--- src/rtl/fpu_req_sequencer_pkg.sv ---
// Shared types for the FP request sequencer: opcodes, sequencer states and
// the command record stored in the command FIFO.
package fpu_pkg;

   // Width of the command record operands; the sequencer's W tracks this.
   localparam int FPU_W = 32;

   typedef enum logic [1:0] {
      OP_ADD = 2'b00,
      OP_MUL = 2'b01,
      OP_DIV = 2'b10,
      OP_RSV = 2'b11
   } fpu_op_t;

   typedef enum logic [1:0] {
      ST_IDLE  = 2'd0,
      ST_ISSUE = 2'd1,
      ST_WAIT  = 2'd2,
      ST_RESP  = 2'd3
   } seq_state_t;

   typedef struct packed {
      fpu_op_t            opcode;
      logic [FPU_W-1:0]   a;
      logic [FPU_W-1:0]   b;
   } fpu_cmd_t;

endpackage

--- src/rtl/fpu_req_sequencer_cmd_fifo.sv ---
// Command FIFO for the FP request sequencer. Pointers carry one extra wrap
// bit so full and empty are told apart without a separate count.
// Push into a full FIFO and pop from an empty one are silently dropped.
module fpu_cmd_fifo
   import fpu_pkg::*;
#(
   parameter int DEPTH = 4
) (
   input  logic     clk,
   input  logic     rst_n,
   input  logic     push,
   input  fpu_cmd_t push_data,
   input  logic     pop,
   output fpu_cmd_t pop_data,
   output logic     full,
   output logic     empty
);

   localparam int AW = $clog2(DEPTH);

   logic [AW:0] wr_ptr_q, wr_ptr_d;
   logic [AW:0] rd_ptr_q, rd_ptr_d;
   logic        do_push, do_pop;
   fpu_cmd_t    mem_q [DEPTH];

   // Status flags and pointer advance.
   always_comb begin
      empty    = (wr_ptr_q == rd_ptr_q);
      full     = (wr_ptr_q[AW] != rd_ptr_q[AW]) &&
                 (wr_ptr_q[AW-1:0] == rd_ptr_q[AW-1:0]);
      do_push  = push && !full;
      do_pop   = pop && !empty;
      wr_ptr_d = wr_ptr_q + {{AW{1'b0}}, do_push};
      rd_ptr_d = rd_ptr_q + {{AW{1'b0}}, do_pop};
      pop_data = mem_q[rd_ptr_q[AW-1:0]];
   end

   // Pointer registers; reset empties the FIFO.
   always_ff @(posedge clk or negedge rst_n) begin
      if (!rst_n) begin
         wr_ptr_q <= '0;
         rd_ptr_q <= '0;
      end else begin
         wr_ptr_q <= wr_ptr_d;
         rd_ptr_q <= rd_ptr_d;
      end
   end

   // Storage; contents are meaningless until written, so no reset.
   always_ff @(posedge clk) begin
      if (do_push) begin
         mem_q[wr_ptr_q[AW-1:0]] <= push_data;
      end
   end

endmodule

--- src/rtl/fpu_req_sequencer.sv ---
// FP request sequencer: queues commands, issues them one at a time to the FP
// unit with a one-cycle start pulse, waits for done (or times out) and hands
// the result back on a valid/ready response channel.
// Optional: define FPU_DIV0_CHECK_EN to reject div with b==0 without issuing.
//
// Handshakes: a transfer happens on a rising edge where valid and ready are
// both high. cmd_ready depends only on FIFO state; rsp_valid and rsp_* stay
// stable until the edge where rsp_ready is seen high.
module fpu_req_sequencer
   import fpu_pkg::*;
#(
   parameter int DEPTH   = 4,
   parameter int TIMEOUT = 64,
   parameter int W       = FPU_W
) (
   input  logic         clk,
   input  logic         rst_n,
   input  logic         cmd_valid,
   output logic         cmd_ready,
   input  logic [1:0]   cmd_opcode,
   input  logic [W-1:0] cmd_a,
   input  logic [W-1:0] cmd_b,
   output logic [W-1:0] fpu_a,
   output logic [W-1:0] fpu_b,
   output logic [1:0]   fpu_opcode,
   output logic         fpu_start,
   input  logic [W-1:0] fpu_result,
   input  logic         fpu_done,
   output logic         rsp_valid,
   input  logic         rsp_ready,
   output logic [W-1:0] rsp_data,
   output logic [1:0]   rsp_opcode,
   output logic         rsp_err,
   output logic [1:0]   dbg_state
);

   localparam int CW = $clog2(TIMEOUT);

   seq_state_t   state_q, state_d;
   logic [CW-1:0] cnt_q, cnt_d;
   logic [W-1:0] fpu_a_q, fpu_a_d;
   logic [W-1:0] fpu_b_q, fpu_b_d;
   fpu_op_t      fpu_op_q, fpu_op_d;
   logic [W-1:0] rsp_data_q, rsp_data_d;
   logic         rsp_err_q, rsp_err_d;

   fpu_cmd_t     fifo_wr, fifo_rd;
   logic         fifo_full, fifo_empty, fifo_pop, reject;

   assign fifo_wr = '{opcode: fpu_op_t'(cmd_opcode), a: cmd_a, b: cmd_b};

   fpu_cmd_fifo #(.DEPTH(DEPTH)) u_fifo (
      .clk      (clk),
      .rst_n    (rst_n),
      .push     (cmd_valid && cmd_ready),
      .push_data(fifo_wr),
      .pop      (fifo_pop),
      .pop_data (fifo_rd),
      .full     (fifo_full),
      .empty    (fifo_empty)
   );

   // Next-state and datapath: pop in IDLE, pulse in ISSUE, watch done or
   // the timeout in WAIT, hold the response in RESP.
   always_comb begin
      state_d    = state_q;
      cnt_d      = cnt_q;
      fpu_a_d    = fpu_a_q;
      fpu_b_d    = fpu_b_q;
      fpu_op_d   = fpu_op_q;
      rsp_data_d = rsp_data_q;
      rsp_err_d  = rsp_err_q;
      fifo_pop   = 1'b0;
      reject     = 1'b0;
      case (state_q)
         ST_IDLE: begin
            if (!fifo_empty) begin
               fifo_pop = 1'b1;
               fpu_a_d  = fifo_rd.a;
               fpu_b_d  = fifo_rd.b;
               fpu_op_d = fifo_rd.opcode;
               if (fifo_rd.opcode == OP_RSV) reject = 1'b1;
`ifdef FPU_DIV0_CHECK_EN
               if ((fifo_rd.opcode == OP_DIV) && (fifo_rd.b == '0)) reject = 1'b1;
`endif
               if (reject) begin
                  rsp_data_d = '0;
                  rsp_err_d  = 1'b1;
                  state_d    = ST_RESP;
               end else begin
                  state_d = ST_ISSUE;
               end
            end
         end
         ST_ISSUE: begin
            cnt_d   = '0;
            state_d = ST_WAIT;
         end
         ST_WAIT: begin
            if (fpu_done) begin
               rsp_data_d = fpu_result;
               rsp_err_d  = 1'b0;
               state_d    = ST_RESP;
            end else if (cnt_q == CW'(TIMEOUT - 1)) begin
               rsp_data_d = '0;
               rsp_err_d  = 1'b1;
               state_d    = ST_RESP;
            end else begin
               cnt_d = cnt_q + 1'b1;
            end
         end
         ST_RESP: begin
            if (rsp_ready) state_d = ST_IDLE;
         end
         default: state_d = ST_IDLE;
      endcase
   end

   // State and datapath registers; reset drops any in-flight op.
   always_ff @(posedge clk or negedge rst_n) begin
      if (!rst_n) begin
         state_q    <= ST_IDLE;
         cnt_q      <= '0;
         fpu_a_q    <= '0;
         fpu_b_q    <= '0;
         fpu_op_q   <= OP_ADD;
         rsp_data_q <= '0;
         rsp_err_q  <= 1'b0;
      end else begin
         state_q    <= state_d;
         cnt_q      <= cnt_d;
         fpu_a_q    <= fpu_a_d;
         fpu_b_q    <= fpu_b_d;
         fpu_op_q   <= fpu_op_d;
         rsp_data_q <= rsp_data_d;
         rsp_err_q  <= rsp_err_d;
      end
   end

   // Outputs are decoded straight from registered state.
   always_comb begin
      cmd_ready  = !fifo_full;
      fpu_a      = fpu_a_q;
      fpu_b      = fpu_b_q;
      fpu_opcode = fpu_op_q;
      fpu_start  = (state_q == ST_ISSUE);
      rsp_valid  = (state_q == ST_RESP);
      rsp_data   = rsp_data_q;
      rsp_opcode = fpu_op_q;
      rsp_err    = rsp_err_q;
      dbg_state  = state_q;
   end

endmodule

--- config.mk ---
export PLATFORM = sky130hd
export DESIGN_NAME = fpu_req_sequencer
export DESIGN_NICKNAME = d
export VERILOG_FILES = /design/src/rtl/fpu_req_sequencer_pkg.sv /design/src/rtl/fpu_req_sequencer_cmd_fifo.sv /design/src/rtl/fpu_req_sequencer.sv
export SDC_FILE = /design/constraint.sdc
export NUM_CORES = 1
export LEC_CHECK = 0
export BUFFER_PORTS_ARGS = -buffer_cell sky130_fd_sc_hd__buf_2
export CORE_AREA = 2 2 192 194
export CTS_CLUSTER_DIAMETER = 120
export DETAILED_ROUTE_END_ITERATION = 16
export DIE_AREA = 0 0 194 196
export SYNTH_ARGS = -nofsm -noshare
export SYNTH_HDL_FRONTEND = slang
export SYNTH_SLANG_ARGS = --single-unit
export TNS_END_PERCENT = 1
--- constraint.sdc ---
create_clock -name clk -period 10.4 [get_ports clk]
set_input_delay 1.04 -clock clk [delete_from_list [all_inputs] [get_ports clk]]
set_output_delay 1.04 -clock clk [all_outputs]
set_load 0.01 [all_outputs]
==> metrics.txt <==
outcome=complete, no violations; Synth Register Bits=377; Clock Path Buffers=3; first-pass GRT wire length=44370 microns; hpwl dp=16930 microns; Initial Util=39.57%; Worst Clk Skew=22.40 ps; final period utilization=30.29%; unrepaired setup endpoints after global routing=false; Post-CTS Hold Buffers=0; H-tree lvl count=2; Worst Tran Pin Value=1063 ps; Worst Hold Launch=rsp_data[31]; Die W=194 microns; Placed Area=15860 sq um; worst hold path depth=1; placed insts=1335; wire length per cell=20.39 microns; hold endpoint=rsp_data[31]; Cells after Synth=682; clk slew on worst S/H paths=60 ps; setup TNS=0 ps; r2r startpoint=u_fifo.rd_ptr_q[0]; Hold Violations, Final=0; cell count along the critical path=8; die area=38020 sq um; Num Clock Sinks=377; Final setup viols=0; Top delay family on crit path=flip-flops; ys async rst share=29.97%; RR Endpoint=u_fifo.rd_ptr_q[2]; area grow syn2layout=20.04%; CP max stage delay=930 ps; Critical Path Start Type=flip-flop; antenna-violating nets left=0; core box area=36080 sq um; Cell variety after synth=39; fin cells=1413; DRC errors left=0; Netlist Area Pre-Place=14280 sq um; Hold Path Class=flip-flop to flip-flop; vias in the first global route=7538; Filler cells=3070; Final Power=0.005325 W; initial drt markers=273; via count=7160; max cap viols=0; GR Overflow Total=0; min cycle time layout=3150 ps; initial antenna violation count=5; Layout Utilization=47.50%; share of cells above drive strength 1=47.51%; drt first pass iters=6; relative slew slack=29.16%; post-CTS setup buffers=0; critical path peak fanout=42; YS warnings=0; Final Slew Violations=0; Setup CP Type=flip-flop to flip-flop; CP cell instances=xnor2_1 > nand3_1 > nand2_4 > buf_4 > inv_1 > ha_1 > ha_1 > xor2_1; r2r setup slk=7250 ps; vias per cell=5.067; most frequent CP cell=ha_1; Clock Latency Late Sink=550 ps; R2R cell count=8; CTS tree=built; FMAX=317.4 MHz; CTS Buf Count=41; Worst EP required=10820 ps; site row count=70; Max IR drop VDD=0.1786 mV; Syn Area/Cell=20.93 sq um; GPL Wtd Cong=0.7491; die height=196 microns; I/O pins=209; CP max stage cell=dfrtp_4; final WL=28810 microns; Seq/Total Area, Yosys=75.33%; Final Instance Area=17140 sq um; EDFF count, synth=264; nets@finish=1023; Leakage=6.656 nW; most common flop cell mapped by yosys=edfxtp_1; pwr dens=310.7 nW/um^2; post_cts resized=0; syn_nets=795; CP endpoint kind=flip-flop; Root Buffer=clkbuf_16; # port buffers=208; CP arrival=3570 ps; Global Route Usage Sum=15.33%; largest net degree at the start of global routing=78; buffers plus inverters on the worst setup path=2
## where the power goes
group / leakage (nW) / total, W / internal, W / switching, W
sequential: 3.82 / 0.00230 / 0.00210 / 0.000207
combinational: 2.22 / 0.00166 / 0.000820 / 0.000840
clock: 0.616 / 0.00136 / 0.000798 / 0.000563
total: 6.66 / 0.00533 / 0.00371 / 0.00161
## cell usage after synthesis (all sizes together) (3+ instances only)
library cell | number | share of area (%)
mux2i | 4 | 0.28
xnor2 | 3 | 0.18
mux4 | 66 | 10
dfrtp | 113 | 20
and3 | 34 | 1.5
inv | 12 | 0.32
nor2 | 3 | 0.079
mux2 | 100 | 7.9
clkbuf | 20 | 0.53
ha | 10 | 0.88
buf | 16 | 0.74
nand2 | 5 | 0.13
nand3 | 4 | 0.14
edfxtp | 264 | 56
nor3 | 3 | 0.11
## registers in the layout, indices dropped and copies added (netlist names)
signal	cells
u_fifo.wr_ptr_q	3
u_fifo.rd_ptr_q	3
fpu_b	32
rsp_err	1
dbg_state	2
u_fifo.mem_q	264
rsp_data	32
fpu_opcode	2
fpu_a	32
cnt_q	6
## cell usage in the layout (no fill, tap or decap), types with 2 or more instances in the layout
master / count
o211ai_1: 2
o22ai_1: 2
nand3_1: 4
dfrtp_1: 111
diode_2: 2
bufinv_16: 2
mux4_2: 66
clkbuf_16: 42
xnor2_1: 3
nor3b_2: 2
nor3_1: 2
buf_2: 207
mux2i_1: 4
dfrtp_4: 2
edfxtp_1: 264
xor2_1: 2
buf_4: 13
a211oi_1: 2
ha_1: 10
nand2_1: 4
and3_1: 33
clkinv_1: 8
nor2_1: 3
clkbuf_1: 15
clkinv_2: 6
mux2_2: 99
inv_1: 12
## final cells by class
| cell class | instances | area, sq um | share of cell area, % |
|---|---|---|---|
| clock buffer | 57 | 1107 | 6.461 |
| clock inverter | 19 | 163.9 | 0.9563 |
| sequential | 377 | 10760 | 62.80 |
| tap | 468 | 585.6 | 3.417 |
| inverter | 12 | 45.04 | 0.2628 |
| antenna | 2 | 5.005 | 0.02920 |
| multi-input combinational | 257 | 3324 | 19.40 |
| timing repair buffer | 221 | 1145 | 6.680 |
## per-layer routing
layer / global-route usage (%) / vias to the layer above / share of wire [%]
met2: 25.74 / 209 / 49
met1: 19.73 / 3701 / 43
met4: 4.321 / 6 / 2.0
li1: - / 3200 / -
met3: 4.126 / 44 / 6.3
met5: 0 / - / 0.12
## worst max path at each step
stage                  startpoint                 end  slack (ps)
2_1_floorplan           cmd_valid  u_fifo.mem_q[2][0]        3840
3_3_place_gp   u_fifo.rd_ptr_q[0]  u_fifo.rd_ptr_q[2]        7160
3_5_place_dp   u_fifo.rd_ptr_q[0]  u_fifo.rd_ptr_q[2]        7150
4_1_cts        u_fifo.rd_ptr_q[0]  u_fifo.rd_ptr_q[2]        7150
5_1_grt        u_fifo.rd_ptr_q[0]  u_fifo.mem_q[3][5]        6970
6_report       u_fifo.rd_ptr_q[0]  u_fifo.rd_ptr_q[2]        7250
## kinds of logic (layout without fill, tap and decap cells)
| logic type | Yosys count | count (layout) | share of synthesized area, % |
|---|---|---|---|
| and+or+nand+nor | 53 | 53 | 2.165 |
| adders and majority gates | 10 | 10 | 0.8763 |
| DFF | 377 | 377 | 75.33 |
| muxes | 170 | 170 | 18.58 |
| xor gates and xnor gates | 5 | 5 | 0.3068 |
| buffers and inverters | 48 | 309 | 1.577 |
| other | 0 | 2 | 0 |
| AOI/OAI and AO/OA | 19 | 19 | 1.166 |
## metrics by stage
step / setup slack (ps) / hold WS [ps]
2_1_floorplan: 3841 / 461.7
3_3_place_gp: 7156 / 472.6
3_5_place_dp: 7151 / 474.4
4_1_cts: 7147 / 487.8
5_1_grt: 6971 / 506.5
6_report: 7250 / 479.2
No activity file was read; power rests on OpenSTA's default activity.
